`src/rtl/frame_rd_scheduler.sv`:
```
// Frame-buffer read scheduler: one read command per active line at base + n*stride,
// with a bounded number of commands in flight, double buffering and overrun counting.
module frame_rd_scheduler #(
  parameter int AXI_AWIDTH      = 32,
  parameter int LINES_W         = 12,
  parameter int BYTES_W         = 16,
  parameter int MAX_OUTSTANDING = 2
) (
  input  logic                  clk,
  input  logic                  rst_n,
  input  logic                  enable,
  input  logic                  frame_start,
  input  logic [AXI_AWIDTH-1:0] cfg_base0,
  input  logic [AXI_AWIDTH-1:0] cfg_base1,
  input  logic [AXI_AWIDTH-1:0] cfg_stride,
  input  logic [BYTES_W-1:0]    cfg_line_bytes,
  input  logic [LINES_W-1:0]    cfg_num_lines,
  input  logic                  cfg_dbuf,
  output logic                  m_cmd_tvalid,
  input  logic                  m_cmd_tready,
  output logic [AXI_AWIDTH-1:0] m_cmd_addr,
  output logic [BYTES_W-1:0]    m_cmd_bytes,
  input  logic                  s_status_tvalid,
  output logic                  s_status_tready,
  input  logic [1:0]            s_status_resp,
  output logic                  busy,
  output logic                  buf_sel,
  output logic                  frame_done,
  output logic                  err,
  input  logic                  err_clr,
  output logic [15:0]           overrun_cnt
);

  typedef enum logic [1:0] {
    IDLE  = 2'd0,
    ISSUE = 2'd1,
    DRAIN = 2'd2
  } state_e;

  localparam logic [3:0]         MAX_OUT  = 4'(MAX_OUTSTANDING);
  localparam logic [LINES_W-1:0] LINE_ONE = LINES_W'(1);

  state_e                  state_q, state_d;
  logic [AXI_AWIDTH-1:0]   addr_q, addr_d;
  logic [AXI_AWIDTH-1:0]   stride_q, stride_d;
  logic [BYTES_W-1:0]      bytes_q, bytes_d;
  logic [LINES_W-1:0]      lineIdx_q, lineIdx_d;
  logic [LINES_W-1:0]      numLines_q, numLines_d;
  logic                    dbuf_q, dbuf_d;
  logic                    bufSel_q, bufSel_d;
  logic                    frameDone_q, frameDone_d;
  logic                    err_q, err_d;
  logic [15:0]             overrun_q, overrun_d;
  logic [3:0]              outstanding_q, outstanding_d;
  logic                    statusReady_q;

  logic cmdHs;
  logic stsHs;

  // Valid depends only on registered state, so it cannot drop before the handshake.
  assign m_cmd_tvalid = (state_q == ISSUE) && (outstanding_q < MAX_OUT);
  assign cmdHs        = m_cmd_tvalid && m_cmd_tready;
  assign stsHs        = s_status_tvalid && statusReady_q;

  always_comb begin
    state_d       = state_q;
    addr_d        = addr_q;
    stride_d      = stride_q;
    bytes_d       = bytes_q;
    lineIdx_d     = lineIdx_q;
    numLines_d    = numLines_q;
    dbuf_d        = dbuf_q;
    bufSel_d      = bufSel_q;
    frameDone_d   = 1'b0;
    err_d         = err_q;
    overrun_d     = overrun_q;
    outstanding_d = outstanding_q;

    // A status with nothing outstanding is a stray and is simply dropped.
    if (cmdHs && !stsHs) begin
      outstanding_d = outstanding_q + 4'd1;
    end else if (!cmdHs && stsHs && (outstanding_q != 4'd0)) begin
      outstanding_d = outstanding_q - 4'd1;
    end

    if (stsHs && (s_status_resp != 2'b00)) begin
      err_d = 1'b1;
    end else if (err_clr) begin
      err_d = 1'b0;
    end

    if (frame_start && (state_q != IDLE) && (overrun_q != 16'hFFFF)) begin
      overrun_d = overrun_q + 16'd1;
    end

    case (state_q)
      IDLE: begin
        if (frame_start && enable) begin
          addr_d     = bufSel_q ? cfg_base1 : cfg_base0;
          stride_d   = cfg_stride;
          bytes_d    = cfg_line_bytes;
          numLines_d = cfg_num_lines;
          dbuf_d     = cfg_dbuf;
          lineIdx_d  = '0;
          state_d    = (cfg_num_lines == '0) ? DRAIN : ISSUE;
        end
      end
      ISSUE: begin
        if (cmdHs) begin
          addr_d    = addr_q + stride_q;
          lineIdx_d = lineIdx_q + LINE_ONE;
          if (lineIdx_q == (numLines_q - LINE_ONE)) begin
            state_d = DRAIN;
          end
        end
      end
      DRAIN: begin
        if (outstanding_d == 4'd0) begin
          state_d     = IDLE;
          frameDone_d = 1'b1;
          if (dbuf_q) begin
            bufSel_d = ~bufSel_q;
          end
        end
      end
      default: state_d = IDLE;
    endcase
  end

  always_ff @(posedge clk or negedge rst_n) begin
    if (!rst_n) begin
      state_q       <= IDLE;
      addr_q        <= '0;
      stride_q      <= '0;
      bytes_q       <= '0;
      lineIdx_q     <= '0;
      numLines_q    <= '0;
      dbuf_q        <= 1'b0;
      bufSel_q      <= 1'b0;
      frameDone_q   <= 1'b0;
      err_q         <= 1'b0;
      overrun_q     <= '0;
      outstanding_q <= '0;
      statusReady_q <= 1'b0;
    end else begin
      state_q       <= state_d;
      addr_q        <= addr_d;
      stride_q      <= stride_d;
      bytes_q       <= bytes_d;
      lineIdx_q     <= lineIdx_d;
      numLines_q    <= numLines_d;
      dbuf_q        <= dbuf_d;
      bufSel_q      <= bufSel_d;
      frameDone_q   <= frameDone_d;
      err_q         <= err_d;
      overrun_q     <= overrun_d;
      outstanding_q <= outstanding_d;
      statusReady_q <= 1'b1;
    end
  end

  assign m_cmd_addr      = addr_q;
  assign m_cmd_bytes     = bytes_q;
  assign s_status_tready = statusReady_q;
  assign busy            = (state_q != IDLE);
  assign buf_sel         = bufSel_q;
  assign frame_done      = frameDone_q;
  assign err             = err_q;
  assign overrun_cnt     = overrun_q;

endmodule

```
`config.mk`:
```
export PLATFORM = sky130hd
export DESIGN_NAME = frame_rd_scheduler
export DESIGN_NICKNAME = d
export VERILOG_FILES = /design/src/rtl/frame_rd_scheduler.sv
export SDC_FILE = /design/constraint.sdc
export NUM_CORES = 1
export LEC_CHECK = 0
export CORE_MARGIN = 8
export CORE_UTILIZATION = 54
export DETAILED_ROUTE_END_ITERATION = 10
export PLACE_DENSITY = 0.93
export SLEW_MARGIN = 20
export SYNTH_ARGS = -nofsm -noshare
export SYNTH_HDL_FRONTEND = slang
export SYNTH_SLANG_ARGS = --single-unit
```
`constraint.sdc`:
```
create_clock -name clk -period 7.1 [get_ports clk]
set_input_delay 1.42 -clock clk [delete_from_list [all_inputs] [get_ports clk]]
set_output_delay 1.42 -clock clk [all_outputs]
set_load 0.05 [all_outputs]
```
==> metrics.log <==
INFO  metric depth_of_the_worst_register_to_register_path = 8
INFO  metric number_of_enable_type_register_cells_in_the_synthesized_netlist = 0
INFO  metric result_of_the_run = finished, final reports clean
INFO  metric warnings_synthesis = 0
INFO  metric synth_top_cells_by_area = dfrtp_1, nand2_1, ha_1, mux2i_1, xnor2_1
INFO  metric leading_cell_type_in_the_layout_fill_and_taps_excluded = nand2_1
INFO  metric ir_drop_worst_vdd = 0.3404 mV
INFO  metric timing.setup.critical_path_class = flop to output pin
INFO  metric drtPass1Iterations = 7
INFO  metric timing.clock.skew = 0.01130 ns
INFO  metric via_count = 7587
INFO  metric hold_violations = 0
INFO  metric detailed_place_hpwl = 16920 um
INFO  metric finalNetCount = 1279
INFO  metric grt_first_pass_wirelength = 37890 um
INFO  metric rsz0062_at_grt = no
INFO  metric max_slew.worst_pin.slew = 0.8717 ns
INFO  metric power.internal = 2774 uW
INFO  metric synth.top_cell.area_share = 41.63%
INFO  metric gpl_wtd_cong = 0.8722
INFO  metric total_power = 5500 uW
INFO  metric die_area = 18700 sq um
INFO  metric start_kind = flop
INFO  metric layout.cells.most_common_list = nand2_1, clkdlybuf4s50_1, dfrtp_1
INFO  metric postRouteAntennaNets = 0
INFO  metric clock_tree.htree_level_count = 4
INFO  metric yosys.cell_types.count = 74
INFO  metric clkTransAtPathRegs = 0.06 ns
INFO  metric critical_path.max_fanout = 34
INFO  metric grt_use_total = 25.29%
INFO  metric core-area = 14370 sq um
INFO  metric first_global_vias = 7719
INFO  metric post_synth_instance_area = 7874 sq um
INFO  metric wl_per_cell = 18.10 um
INFO  metric timing.max_slew.rel_slack = 41.88%
INFO  metric port_buffers = 203
INFO  metric die_boundary_height = 136.8 um
INFO  metric core.rowCount = 44
INFO  metric aggregate_routed_wire_length = 23600 um
INFO  metric number_of_primary_i_o_pins = 204
INFO  metric synthArstFlopShare = 100.0%
INFO  metric p_sw = 2726 uW
INFO  metric insertedDiodeCount = 0
INFO  metric min_delay_path_depth = 2
INFO  metric max_clock_freq = 252.7 MHz
INFO  metric cts_tree = yes
INFO  metric postSynthNetCount = 1094
INFO  metric area_growth = 34.13%
INFO  metric grt_antenna_before_repair = 1
INFO  metric detail_route.iter0.violations = 584
INFO  metric drive_above_1_share = 5.536%
INFO  metric clock_power_share = 14.9%
INFO  metric number_of_violations_of_the_max_capacitance_limit = 0
INFO  metric setup.worst_path.end_class = output pin
INFO  metric worstSetupStartpoint = state_q[0]
INFO  metric hold_path_startpoint = m_cmd_bytes[4]
INFO  metric grt.overflow.total = 0
INFO  metric worstHoldPathType = flop to flop
INFO  metric worst_skew_pair.late_latency = 0.43 ns
INFO  metric cts_resized = 0
INFO  metric cts_setup_buffers = 0
INFO  metric synth_sequential_area_ratio = 41.63%
INFO  metric timing.final.crit_share = 55.73%
INFO  metric postSynthAreaPerCell = 8.540 sq um
INFO  metric start_util = 54.80%
INFO  metric power_switching_share = 49.57%
INFO  metric yosys_register_bits = 131
INFO  metric crit_arrival = 2.54 ns
INFO  metric cts_root_buffer = clkbuf_16
INFO  metric fp.dieW = 136.8 um
INFO  metric totalNegativeSetupSlack = 0 ns
INFO  metric power.density_cell_area = 520.8 nW/um^2
INFO  metric worst-endpoint-required = 5.68 ns
INFO  metric biggest_area_consumer_among_synthesized_cells = dfrtp_1
INFO  metric power.share.combinational = 60.5%
INFO  metric cts.sinks = 131
INFO  metric final_max_slew_viol_count = 0
INFO  metric post_layout_minimum_cycle_time = 3.957 ns
INFO  metric r2r-start = state_q[0]
INFO  metric routed_via_density = 5.818
INFO  metric clock_path_buffers = 2
INFO  metric tritoncts_buffers = 17
INFO  metric grt_start_max_net_pins = 76
INFO  metric synthCells = 922
INFO  metric seqPwrFrac = 24.5%
INFO  metric predominant_post_synthesis_flop_cell = dfrtp_1
INFO  metric route.detailed.drc = 0
INFO  metric setup_viol = 0
INFO  metric post_cts_hold_buffer_count = 0
INFO  metric leakagePower = 0.004675 uW
-- synth_stat cells, types with 3 or more instances --
cell type    n
nand2_1    240
dfrtp_1    131
nor2_1      76
a21oi_1     59
o21ai_0     41
ha_1        37
xnor2_1     34
mux2i_1     33
clkbuf_1    27
nand3_1     25
xor2_1      21
inv_1       15
nor3_1      15
nand2b_1    10
a31oi_1      9
buf_1        9
nand4_1      9
or3_1        9
and3_1       8
a21o_1       7
o21a_1       7
a211oi_1     6
nor2b_1      6
nor4_1       6
buf_2        5
o211ai_1     5
o22ai_1      5
and4_1       4
mux2_2       4
nand3b_1     3
or2_2        3
-- registers in the layout, summed over array words and instances, names as in the netlist, 2 cells and up --
register	flops
m_cmd_addr	32
stride_q	32
lineIdx_q	12
numLines_q	12
overrun_cnt	16
m_cmd_bytes	16
state_q	2
outstanding_q	4
-- power by group through the flow --
stage	Sequential, uW	Clock [uW]	Combinational, uW
6_report	1350	821	3330
5_1_grt	1390	859	3610
4_1_cts	1340	823	3300
3_5_place_dp	1350	0	3250
3_3_place_gp	1340	0	3150
2_1_floorplan	1800	0	1890
-- cell type report --
cell class / instances / area, sq um
clock buffer: 17 / 425.4
clock inverter: 15 / 121.4
fill: 945 / 3807
inverter: 15 / 56.30
multi-input combinational: 733 / 4370
sequential: 131 / 3279
tap: 184 / 230.2
timing repair buffer: 209 / 2078
-- final timing paths --
| kind | end | slack (ns) |
|---|---|---|
| max in group asynchronous | buf_sel | 4.82 |
| setup / recovery | m_cmd_tvalid | 3.14 |
| setup reg to reg | state_q[1] | 3.96 |
| hold reg to reg | m_cmd_bytes[4] | 0.47 |
| min in group asynchronous | m_cmd_addr[25] | 1.01 |
| hold / removal | m_cmd_bytes[4] | 0.47 |
-- logic make-up (layout without fill, tap and decap cells) --
family                   count (synthesis)  count (layout)  synth area share [%]
AND/OR/NAND/NOR                        426             426                 23.95
AO/OA/AOI/OAI                          176             176                 14.37
flip-flops                             131             131                 41.63
buffers and inverters                   58             256                 2.987
XOR/XNOR                                55              55                 6.118
adder cells (fa/ha/maj)                 38              38                 6.134
multiplexers                            37              37                 4.767
other                                    1               1               0.04763
-- worst max-delay path: stages (launching register included) --
cell and delay, ns:
dfrtp_1 0.48, nor2b_2 0.19, buf_4 0.39, and3_1 0.22
clkdlybuf4s50_1 0.83
-- per-layer routing --
metal | GRT usage (%) | part of all wire, % | routed length, um | up-vias
met5 | 0 | 0.055 | 13 | -
met4 | 7.871 | 2.2 | 515 | 2
met3 | 8.737 | 9.6 | 2274 | 47
met2 | 42.00 | 48 | 11440 | 337
met1 | 30.20 | 40 | 9359 | 3636
li1 | - | - | - | 3565
-- stage by stage --
step | cells | util, % | cell area [sq um] | worst slack (ns) | hold slack (ns)
after floorplan | 922 | - | 7874 | 4.223 | 0.4458
after global placement | 1272 | 69.70 | 10010 | 3.064 | 0.4571
after detailed placement | 1272 | 69.70 | 10010 | 2.901 | 0.4611
after CTS | 1304 | 73.50 | 10560 | 3.144 | 0.4775
after global routing | 1304 | 73.50 | 10560 | 3.019 | 0.4949
final | 1304 | 73.50 | 10560 | 3.143 | 0.4733
Power figures use the tool's default switching activity.
